===== config.mk =====
export PLATFORM = sky130hd
export DESIGN_NAME = mnist_pixel_loader
export DESIGN_NICKNAME = d
export VERILOG_FILES = /design/src/rtl/mnist_pixel_loader_pkg.sv /design/src/rtl/mnist_pixel_loader_fifo.sv /design/src/rtl/mnist_pixel_loader.sv
export SDC_FILE = /design/constraint.sdc
export NUM_CORES = 1
export LEC_CHECK = 0
export ABC_CLOCK_PERIOD_IN_PS = 2350
export CAP_MARGIN = 30
export CELL_PAD_IN_SITES_DETAIL_PLACEMENT = 0
export CELL_PAD_IN_SITES_GLOBAL_PLACEMENT = 2
export CORE_MARGIN = 2
export CORE_UTILIZATION = 39
export CTS_CLUSTER_DIAMETER = 100
export DETAILED_ROUTE_END_ITERATION = 8
export PLACE_DENSITY_LB_ADDON = 0.1
export SETUP_SLACK_MARGIN = 0.3
export SKIP_LAST_GASP = 1
export SYNTH_ARGS = -nofsm -noshare
export SYNTH_HDL_FRONTEND = slang
export SYNTH_SLANG_ARGS = --single-unit

===== constraint.sdc =====
create_clock -name clk -period 2.35 [get_ports clk]
set_input_delay 0.3525 -clock clk [delete_from_list [all_inputs] [get_ports clk]]
set_output_delay 0.3525 -clock clk [all_outputs]
set_load 0.02 [all_outputs]

===== src/rtl/mnist_pixel_loader_pkg.sv =====
// Shared types and constants for the MNIST pixel loader: FSM states, image geometry, FIFO entry.
package mnist_loader_pkg;

  localparam int PIX_PER_BYTE    = 8;
  localparam int IMG_PIXELS      = 784;
  localparam int FRAME_BYTES_DEF = IMG_PIXELS / PIX_PER_BYTE;

  typedef enum logic [1:0] {
    IDLE,
    RECV,
    FLUSH,
    DONE
  } loader_state_t;

  typedef struct packed {
    logic       last;
    logic [7:0] data;
  } pix_entry_t;

endpackage


===== src/rtl/mnist_pixel_loader_fifo.sv =====
// Small FIFO of {last, data} entries; head is visible combinationally, write on the same edge as push.
// A push into a full FIFO is taken only when a pop happens in the same cycle; otherwise it is ignored.
module loader_fifo
  import mnist_loader_pkg::*;
#(
  parameter int DEPTH = 4
) (
  input  logic       clk,
  input  logic       rst,
  input  logic       push_i,
  input  pix_entry_t push_dat_i,
  input  logic       pop_i,
  output pix_entry_t head_o,
  output logic       full_o,
  output logic       empty_o
);

  localparam int AW = $clog2(DEPTH);

  logic [AW:0] wr_ptr_q, wr_ptr_d;
  logic [AW:0] rd_ptr_q, rd_ptr_d;
  pix_entry_t  mem_q [DEPTH];
  logic        wr_en;
  logic        rd_en;

  // Extra pointer bit distinguishes full from empty when the index bits match.
  assign empty_o = (wr_ptr_q == rd_ptr_q);
  assign full_o  = (wr_ptr_q[AW] != rd_ptr_q[AW]) && (wr_ptr_q[AW-1:0] == rd_ptr_q[AW-1:0]);
  assign wr_en   = push_i && (!full_o || pop_i);
  assign rd_en   = pop_i && !empty_o;
  assign head_o  = mem_q[rd_ptr_q[AW-1:0]];

  assign wr_ptr_d = wr_en ? wr_ptr_q + (AW+1)'(1) : wr_ptr_q;
  assign rd_ptr_d = rd_en ? rd_ptr_q + (AW+1)'(1) : rd_ptr_q;

  always_ff @(posedge clk or posedge rst) begin
    if (rst) begin
      wr_ptr_q <= '0;
      rd_ptr_q <= '0;
    end else begin
      wr_ptr_q <= wr_ptr_d;
      rd_ptr_q <= rd_ptr_d;
    end
  end

  always_ff @(posedge clk) begin
    if (wr_en) mem_q[wr_ptr_q[AW-1:0]] <= push_dat_i;
  end

endmodule


===== src/rtl/mnist_pixel_loader.sv =====
// Host strobe/data receiver framing 98-byte images into a FIFO streamed to the core over valid/ready.
// Byte visible the cycle after its strobe edge (+2 with LOADER_INPUT_SYNC_EN); full FIFO drops and sets overflow.
module mnist_pixel_loader
  import mnist_loader_pkg::*;
#(
  parameter int FRAME_BYTES = FRAME_BYTES_DEF,
  parameter int DEPTH       = 4,
  parameter int IDX_W       = 7
) (
  input  logic             clk,
  input  logic             rst,
  input  logic [7:0]       host_data,
  input  logic             host_stb,
  input  logic             host_sof,
  output logic [7:0]       pix_data,
  output logic             pix_valid,
  input  logic             pix_ready,
  output logic             pix_last,
  output logic             frame_done,
  output logic             overflow,
  output logic             busy,
  output logic [IDX_W-1:0] byte_idx
);

  localparam logic [IDX_W-1:0] LAST_IDX = IDX_W'(FRAME_BYTES - 1);

  logic       stb_s;
  logic       sof_s;
  logic [7:0] data_s;

`ifdef LOADER_INPUT_SYNC_EN
  logic [9:0] sync1_q;
  logic [9:0] sync2_q;

  always_ff @(posedge clk or posedge rst) begin
    if (rst) begin
      sync1_q <= '0;
      sync2_q <= '0;
    end else begin
      sync1_q <= {host_stb, host_sof, host_data};
      sync2_q <= sync1_q;
    end
  end

  assign {stb_s, sof_s, data_s} = sync2_q;
`else
  assign stb_s  = host_stb;
  assign sof_s  = host_sof;
  assign data_s = host_data;
`endif

  loader_state_t    state_q;
  logic             stb_prev_q;
  logic [IDX_W-1:0] byte_idx_q;
  logic             overflow_q;
  logic             frame_done_q;
  logic             busy_q;

  logic       wr_evt;
  logic       push;
  logic       push_ok;
  logic       pop;
  logic       full;
  logic       empty;
  pix_entry_t push_entry;
  pix_entry_t head;

  assign wr_evt = stb_s && !stb_prev_q;
  assign pop    = !empty && pix_ready;

  // Only IDLE+sof and any RECV write try to push; FLUSH/DONE writes vanish without overflow.
  always_comb begin
    push            = 1'b0;
    push_entry.data = data_s;
    push_entry.last = (state_q == RECV) && !sof_s && (byte_idx_q == LAST_IDX);
    if (wr_evt) begin
      case (state_q)
        IDLE:    push = sof_s;
        RECV:    push = 1'b1;
        default: push = 1'b0;
      endcase
    end
  end

  assign push_ok = push && (!full || pop);

  loader_fifo #(
    .DEPTH(DEPTH)
  ) u_fifo (
    .clk       (clk),
    .rst       (rst),
    .push_i    (push_ok),
    .push_dat_i(push_entry),
    .pop_i     (pop),
    .head_o    (head),
    .full_o    (full),
    .empty_o   (empty)
  );

  always_ff @(posedge clk or posedge rst) begin
    if (rst) begin
      state_q      <= IDLE;
      stb_prev_q   <= 1'b0;
      byte_idx_q   <= '0;
      overflow_q   <= 1'b0;
      frame_done_q <= 1'b0;
      busy_q       <= 1'b0;
    end else begin
      stb_prev_q   <= stb_s;
      frame_done_q <= 1'b0;
      if (push && !push_ok) overflow_q <= 1'b1;
      if (push_ok && sof_s) overflow_q <= 1'b0;
      case (state_q)
        IDLE: begin
          if (push_ok) begin
            state_q    <= RECV;
            byte_idx_q <= IDX_W'(1);
            busy_q     <= 1'b1;
          end
        end
        RECV: begin
          if (push_ok) begin
            if (sof_s) begin
              byte_idx_q <= IDX_W'(1);
            end else begin
              byte_idx_q <= byte_idx_q + IDX_W'(1);
              if (push_entry.last) state_q <= FLUSH;
            end
          end
        end
        FLUSH: begin
          if (pop && head.last) begin
            state_q      <= DONE;
            frame_done_q <= 1'b1;
            byte_idx_q   <= '0;
            busy_q       <= 1'b0;
          end
        end
        default: begin
          state_q <= IDLE;
        end
      endcase
    end
  end

  assign pix_valid  = !empty;
  assign pix_data   = empty ? 8'h00 : head.data;
  assign pix_last   = !empty && head.last;
  assign frame_done = frame_done_q;
  assign overflow   = overflow_q;
  assign busy       = busy_q;
  assign byte_idx   = byte_idx_q;

endmodule


==> results.cfg <==
[status]
status = finished, final reports clean

[power]
p_int_mw = 2.83
p_leak_nw = 1.37
power_switching_share_pct = 37.6
seqPwrFrac_pct = 28.7
power.share.clock_pct = 11.9
comb_power_share_pct = 59.4
power_mw = 4.54
p_sw_mw = 1.71
vdd_drop_max_v = 0.000561
power.density_nw_per_um2 = 1280

[timing]
skew_ns = 0.00709
fin_crit_ns = 2.14
setup_ws_ns = 0.208
slew_violations = 0
worst_slew_pin_slew_ns = 0.764
rsz0062_at_grt = yes
fmax_mhz = 467
hold_viol_final = 0
fin_hold_ws_ns = 0.479
final.period_utilization_pct = 91.2
setup_viol = 0
slew_headroom_pct = 49.0
setup_tns_ns = 0

[grt]
antenna_found_initial = 0
grt_max_degree = 20
gr-usage-met1_pct = 21.9
grt_pass1_vias = 1714
globalRouteTotalUtil_pct = 15.4
grt-ovfl-total = 0
grt_busiest_layer = met2
grt_pass1_wl_um = 8710
grt_use_met3_pct = 3.56
gr-usage-met2_pct = 23.9

[synth]
synth_fa_ha_area_share_pct = 5.74
yosys.area_share.simple_pct = 10.2
synth_seq_cells = 55
ys_top_cells_by_area = edfxtp_1 (41%), dfrtp_1 (18%), mux4_1 (9.0%)
synth_top_family_by_area = multiplexers
synth_cells = 171
synth_xor_area_share_pct = 3.40
yosys_warnings = 0
synth_edf_count = 36
yosysSeqAreaShare_pct = 59.5
syn-mean-instance-area_um2 = 15.3
async_reset_ff_share_pct = 34.5
synthMuxAreaShare_pct = 10.9
synth_cell_types = 41
synth_fp_nets = 196
syn-cell-area_um2 = 2620
yosys.area.top_type = edfxtp_1
synth.top_cell.area_share_pct = 41.3
synth_top_flop_cell = edfxtp_1
synth-compound-area-share_pct = 7.22

[route]
drc = 0
via_per_inst = 5.24
ant_nets = 0
wirelength_um = 5350
dr.pass1.iters = 6
wl_per_cell_um = 17.3
dr.first_iter.drc_count = 73
via_count = 1618

[placed_design]
hpwl_um = 3470
port-buffer-count = 32
place_ws_ns = 0.0152
place_congestion = 0.741
post-place-cells = 289
placed_cell_area_um2 = 3130

[layout]
num-nets-final = 256
syn2layout_area_growth_pct = 35.6
fill_cells = 537
utilization_pct = 55.2
multi_input_area_um2 = 1210
layout_commonest_cell = edfxtp_1
seq_area_um2 = 1560
drive_above_1_share_pct = 40.5
stdcell_area_um2 = 3540
antenna_cells = 0
final_cell_mix = edfxtp_1 (36), clkdlybuf4s50_1 (22), buf_4 (20), dfrtp_1 (17)
fin_cells = 309

[critical_path]
cp_data_arrival_time_ns = 1.79
start_kind = flip-flop
cp-end-kind = output pin
cp_max_fo = 6
required_ns = 2.00
crit_type = flip-flop to output pin

[cts]
holdBufCountCts = 0
cts-root-buf = clkbuf_8
clkLatencyLatePin_ns = 0.31
clkTransAtPathRegs_ns = 0.10
htreeDepth = 2
clockBufferDepth = 2
cts_buffers = 5
cts_tree = built
cts_sinks = 55

[floorplan]
initial_utilization_pct = 40.7
fp.dieW_um = 85.9
dieHeight_um = 85.9
placeableCoreArea_um2 = 6420
rows = 29
ioPinCount = 33
dieArea_um2 = 7380

[job]
cap_violations = 0

[worst_hold_path]
hp-class = input port to asynchronous set/reset pin
==> Yosys cell counts (2+ instances only) <==
master,n
and2_1,14
and3_1,2
nand3_1,4
mux2_2,2
o2bb2ai_1,2
nand2_1,5
edfxtp_1,36
inv_1,8
o21ai_0,5
o31ai_1,7
buf_6,4
ha_1,12
nor2b_1,3
xnor2_1,4
dfrtp_1,19
nor2_1,7
nand4_1,2
a31oi_1,2
mux4_1,9
xor2_1,3
==> layer usage <==
layer	share of wire, %	vias up
li1	-	769
met1	48	816
met4	1.1	0
met3	2.9	6
met2	48	27
met5	0	-
==> power by group through the flow <==
stage / clock [mW] / sequential (mW) / combinational (mW)
after floorplan: 0 / 1.33 / 1.25
after global placement: 0 / 1.31 / 1.94
after detailed placement: 0 / 1.32 / 1.97
after CTS: 0.561 / 1.29 / 2.18
after global routing: 0.600 / 1.32 / 2.89
final: 0.538 / 1.30 / 2.70
==> flip-flops by register name, summed over array words and instances (netlist names) <==
signal and count:
u_fifo.rd_ptr_q 3, u_fifo.mem_q 36, state_q 2, u_fifo.wr_ptr_q 3
stb_prev_q 1, frame_done 1, byte_idx 7, busy 1
overflow 1
==> area by class of cell <==
type | instances | share of cell area, %
timing repair buffer | 57 | 15.8
clock inverter | 2 | 0.494
tap | 77 | 2.72
inverter | 8 | 0.918
clock buffer | 6 | 2.05
multi-input combinational | 104 | 34.0
sequential | 55 | 44.0
==> cells by family after synthesis <==
| kind of cell | Yosys count |
|---|---|
| buffers and inverters | 13 |
| DFF | 55 |
| muxes | 13 |
| AOI/OAI and AO/OA | 24 |
| xor gates and xnor gates | 8 |
| adders and majority gates | 12 |
| and+or+nand+nor | 46 |
==> worst paths after layout <==
kind | endpoint | slack, ns | start | depth (start not counted)
max in group asynchronous | u_fifo.rd_ptr_q[0] | 1.34 | rst | 2
setup reg to reg | byte_idx[6] | 0.28 | state_q[1] | 8
min in group clk | stb_prev_q | 0.50 | host_stb | 1
setup / recovery | pix_data[4] | 0.21 | u_fifo.rd_ptr_q[0] | 5
hold reg to reg | overflow | 0.53 | overflow | 1
hold / removal | byte_idx[5] | 0.48 | rst | 2
==> repair_timing <==
action / 4_1_cts / 5_1_grt
pin swaps: 5 / 13
setup buffers: 5 / 6
cloned: 1 / 0
setup endpoints to repair: 55 / 18
resized for setup: 63 / 51
==> worst max-delay path, cell delays in order (launching register included) <==
cell and delay [ns]:
dfrtp_2 0.46, buf_12 0.14, xor2_4 0.18, or3_4 0.40, and2_4 0.16, buf_4 0.15
Note: power is estimated with default switching activity, not from simulation.
==> RTL change: new RTL, same settings <==
Re-encode `loader_state_t` (4 states) as one-hot, 4 bits wide.
--- a/src/rtl/mnist_pixel_loader_pkg.sv
+++ b/src/rtl/mnist_pixel_loader_pkg.sv
@@ -5,11 +5,11 @@
   localparam int IMG_PIXELS      = 784;
   localparam int FRAME_BYTES_DEF = IMG_PIXELS / PIX_PER_BYTE;
 
-  typedef enum logic [1:0] {
-    IDLE,
-    RECV,
-    FLUSH,
-    DONE
+  typedef enum logic [3:0] {
+    IDLE  = 4'b0001,
+    RECV  = 4'b0010,
+    FLUSH = 4'b0100,
+    DONE  = 4'b1000
   } loader_state_t;
 
   typedef struct packed {
Formal check against the unedited RTL: no difference found for any inputs over 10 cycles, from zero or initial values and one cycle with rst high; not proved beyond that.
==> RTL change against the original RTL <==
  * Count of clock-buffer cells in the layout increased by 3
  * Sequential cell count increased by 2
  * Die area decreased by 2.7%
  * Cell area fell by 2.5%
  * Worst setup slack better by 0.087 ns
  * Power shrank 14%
  * Area after synthesis decreased by 2.9%
  * Wire length is 7.3% lower
==> RTL change: results (changes against the original RTL) <==
* Hold Path Class: input pin to asynchronous set/reset pin
* First-pass GRT wire length at 8360 um (-4.0%)
* Post-Layout Cell Count at 315 (+1.9%)
* Vias in the first global route at 1653 (-3.6%)
* Area grow syn2layout at 36.1%
* Dpl hpwl at 3510 um (+1.1%)
* Clk buf depth at 2 (unchanged)
* Rel. slew slack at 76.8% (+28 points)
* Largest stage delay, worst path at 0.52 ns (+0.06 ns)
* DRT iter0 DRCs at 77 (+5.5%)
* DR vias at 1589 (-1.8%)
* Synth Net Count at 189 (-3.6%)
* Leakage at 0.00141 uW (+3.0%)
* Clk_lat worst skew at 0.33 ns (+0.02 ns)
* Most used cell, CP: buf_6
* Port Buffer Count at 32 (unchanged)
* Slowest cell on the critical path: mux4_2
* Total number of yosys warnings at 0 (unchanged)
* Distinct cells, synth at 42 (+2.4%)
* Post-synthesis sequential area ratio at 63.3% (+3.8 points)
* Final wirelength at 4950 um (-7.3%)
* Placed Cells at 289 (unchanged)
* Reg2reg path depth at 6 (-2)
* Root Buffer: clkbuf_8
* DR pass1 iterations at 4 (-2)
* Max FFs per register at 36 (unchanged)
* Gr usage total at 15.2% (-0.21 points)
* Final net count at 253 (-1.2%)
* Clock Pin Slew Worst Setup and Hold Paths at 0.07 ns (-0.03 ns)
* Routability congestion estimate at 0.788 (+6.3%)
* Status: complete, no violations
* Initial antenna violation count at 0 (unchanged)
* Number of synthesized flops with an enable pin at 36 (unchanged)
* Largest net degree at the start of global routing at 22 (+10%)
* Max FO, Critical Path at 4 (-2)
* Fill cells at 519 (-3.4%)
* Layout cells sized above 1 at 35.7% (-4.8 points)
* H-Tree Level Count at 3 (+1)
* Diode count at 0 (unchanged)
* Ys flop type: edfxtp_1
* Top post-synthesis cells by area: edfxtp_1, dfrtp_1, mux4_2
* Most frequent cells after synthesis: edfxtp_1, dfrtp_1, and2_1, mux4_2, o21ai_0
* Peak supply drop at 0.000790 V (+41%)
* Total CTS buffers at 9 (+4)
* Average size of a mapped cell at 15.0 sq um (-1.7%)
* Max Clock Skew at 0.00689 ns (-0.000203 ns)
* Ys async rst share at 36.8% (+2.3 points)
## RTL change: cell types whose count changed in the layout (fill, tap and decap cells not counted), sizes merged, moves of 4 or more
cell / delta
o31ai: -8
ha: -5
o21ai: +5
a21o: +4
nor3: +4
o21a: +4
## RTL change: what timing repair did
action                                  CTS  global route
endpoints found under the setup margin   46            48
hold buffers                              0             0
pin swaps                                 8             5
buffers inserted                          9             1
resized for setup                        72            10
## RTL change: critical path: cells and delay by family, from the launching register on
| family | cells | cell delay [ns] |
|---|---|---|
| muxes | 1 | 0.52 |
| DFF | 1 | 0.42 |
| buffers and inverters | 2 | 0.26 |
| and+or+nand+nor | 1 | 0.17 |
## RTL change: cell type report
cell class / instances / area share (%)
inverter: 7 / 0.760
timing repair buffer: 57 / 17.0
sequential: 57 / 46.6
tap: 77 / 2.79
multi-input combinational: 101 / 27.2
clock buffer: 9 / 3.58
clock inverter: 7 / 2.03
## RTL change: power by group
part	internal, uW	leakage, uW	switching (uW)	total, uW
Clock	487	0.0000893	401	887
Sequential	1180	0.000590	97.3	1280
Combinational	998	0.000736	732	1730
## RTL change: layer usage
layer	vias up	GRT usage (%)	share of wire, %
met5	-	0	0
li1	764	-	-
met4	0	6.49	1.3
met3	9	3.64	3.6
met2	22	23.7	49
met1	794	20.3	46
## RTL change: logic make-up after synthesis
kind of cell               after synthesis  share of synthesized area [%]
DFF                                     57                           63.3
AOI/OAI and AO/OA                       27                           7.59
and+or+nand+nor                         48                           11.9
xor gates and xnor gates                 8                           2.76
adders and majority gates                7                           3.45
buffers and inverters                   11                           1.97
muxes                                   11                           9.01
## RTL change: stage by stage
stage | utilization (%) | setup slack (ns) | instance area (sq um) | hold slack (ns)
after floorplan | - | 0.346 | 2540 | 0.328
after global placement | 49.0 | 0.110 | 3100 | 0.479
after detailed placement | 49.0 | 0.0807 | 3100 | 0.483
after CTS | 54.1 | 0.271 | 3420 | 0.371
after global routing | 54.7 | 0.208 | 3460 | 0.408
final | 54.7 | 0.295 | 3460 | 0.367
## RTL change: final timing paths
check | from | to | slack [ns]
max | u_fifo.rd_ptr_q[0] | pix_last | 0.30
min | rst | frame_done | 0.37
max reg2reg | u_fifo.wr_ptr_q[2] | byte_idx[1] | 0.41
min reg2reg | u_fifo.rd_ptr_q[2] | u_fifo.rd_ptr_q[2] | 0.50
max in group asynchronous | rst | state_q[0] | 1.71
min in group clk | host_stb | stb_prev_q | 0.50
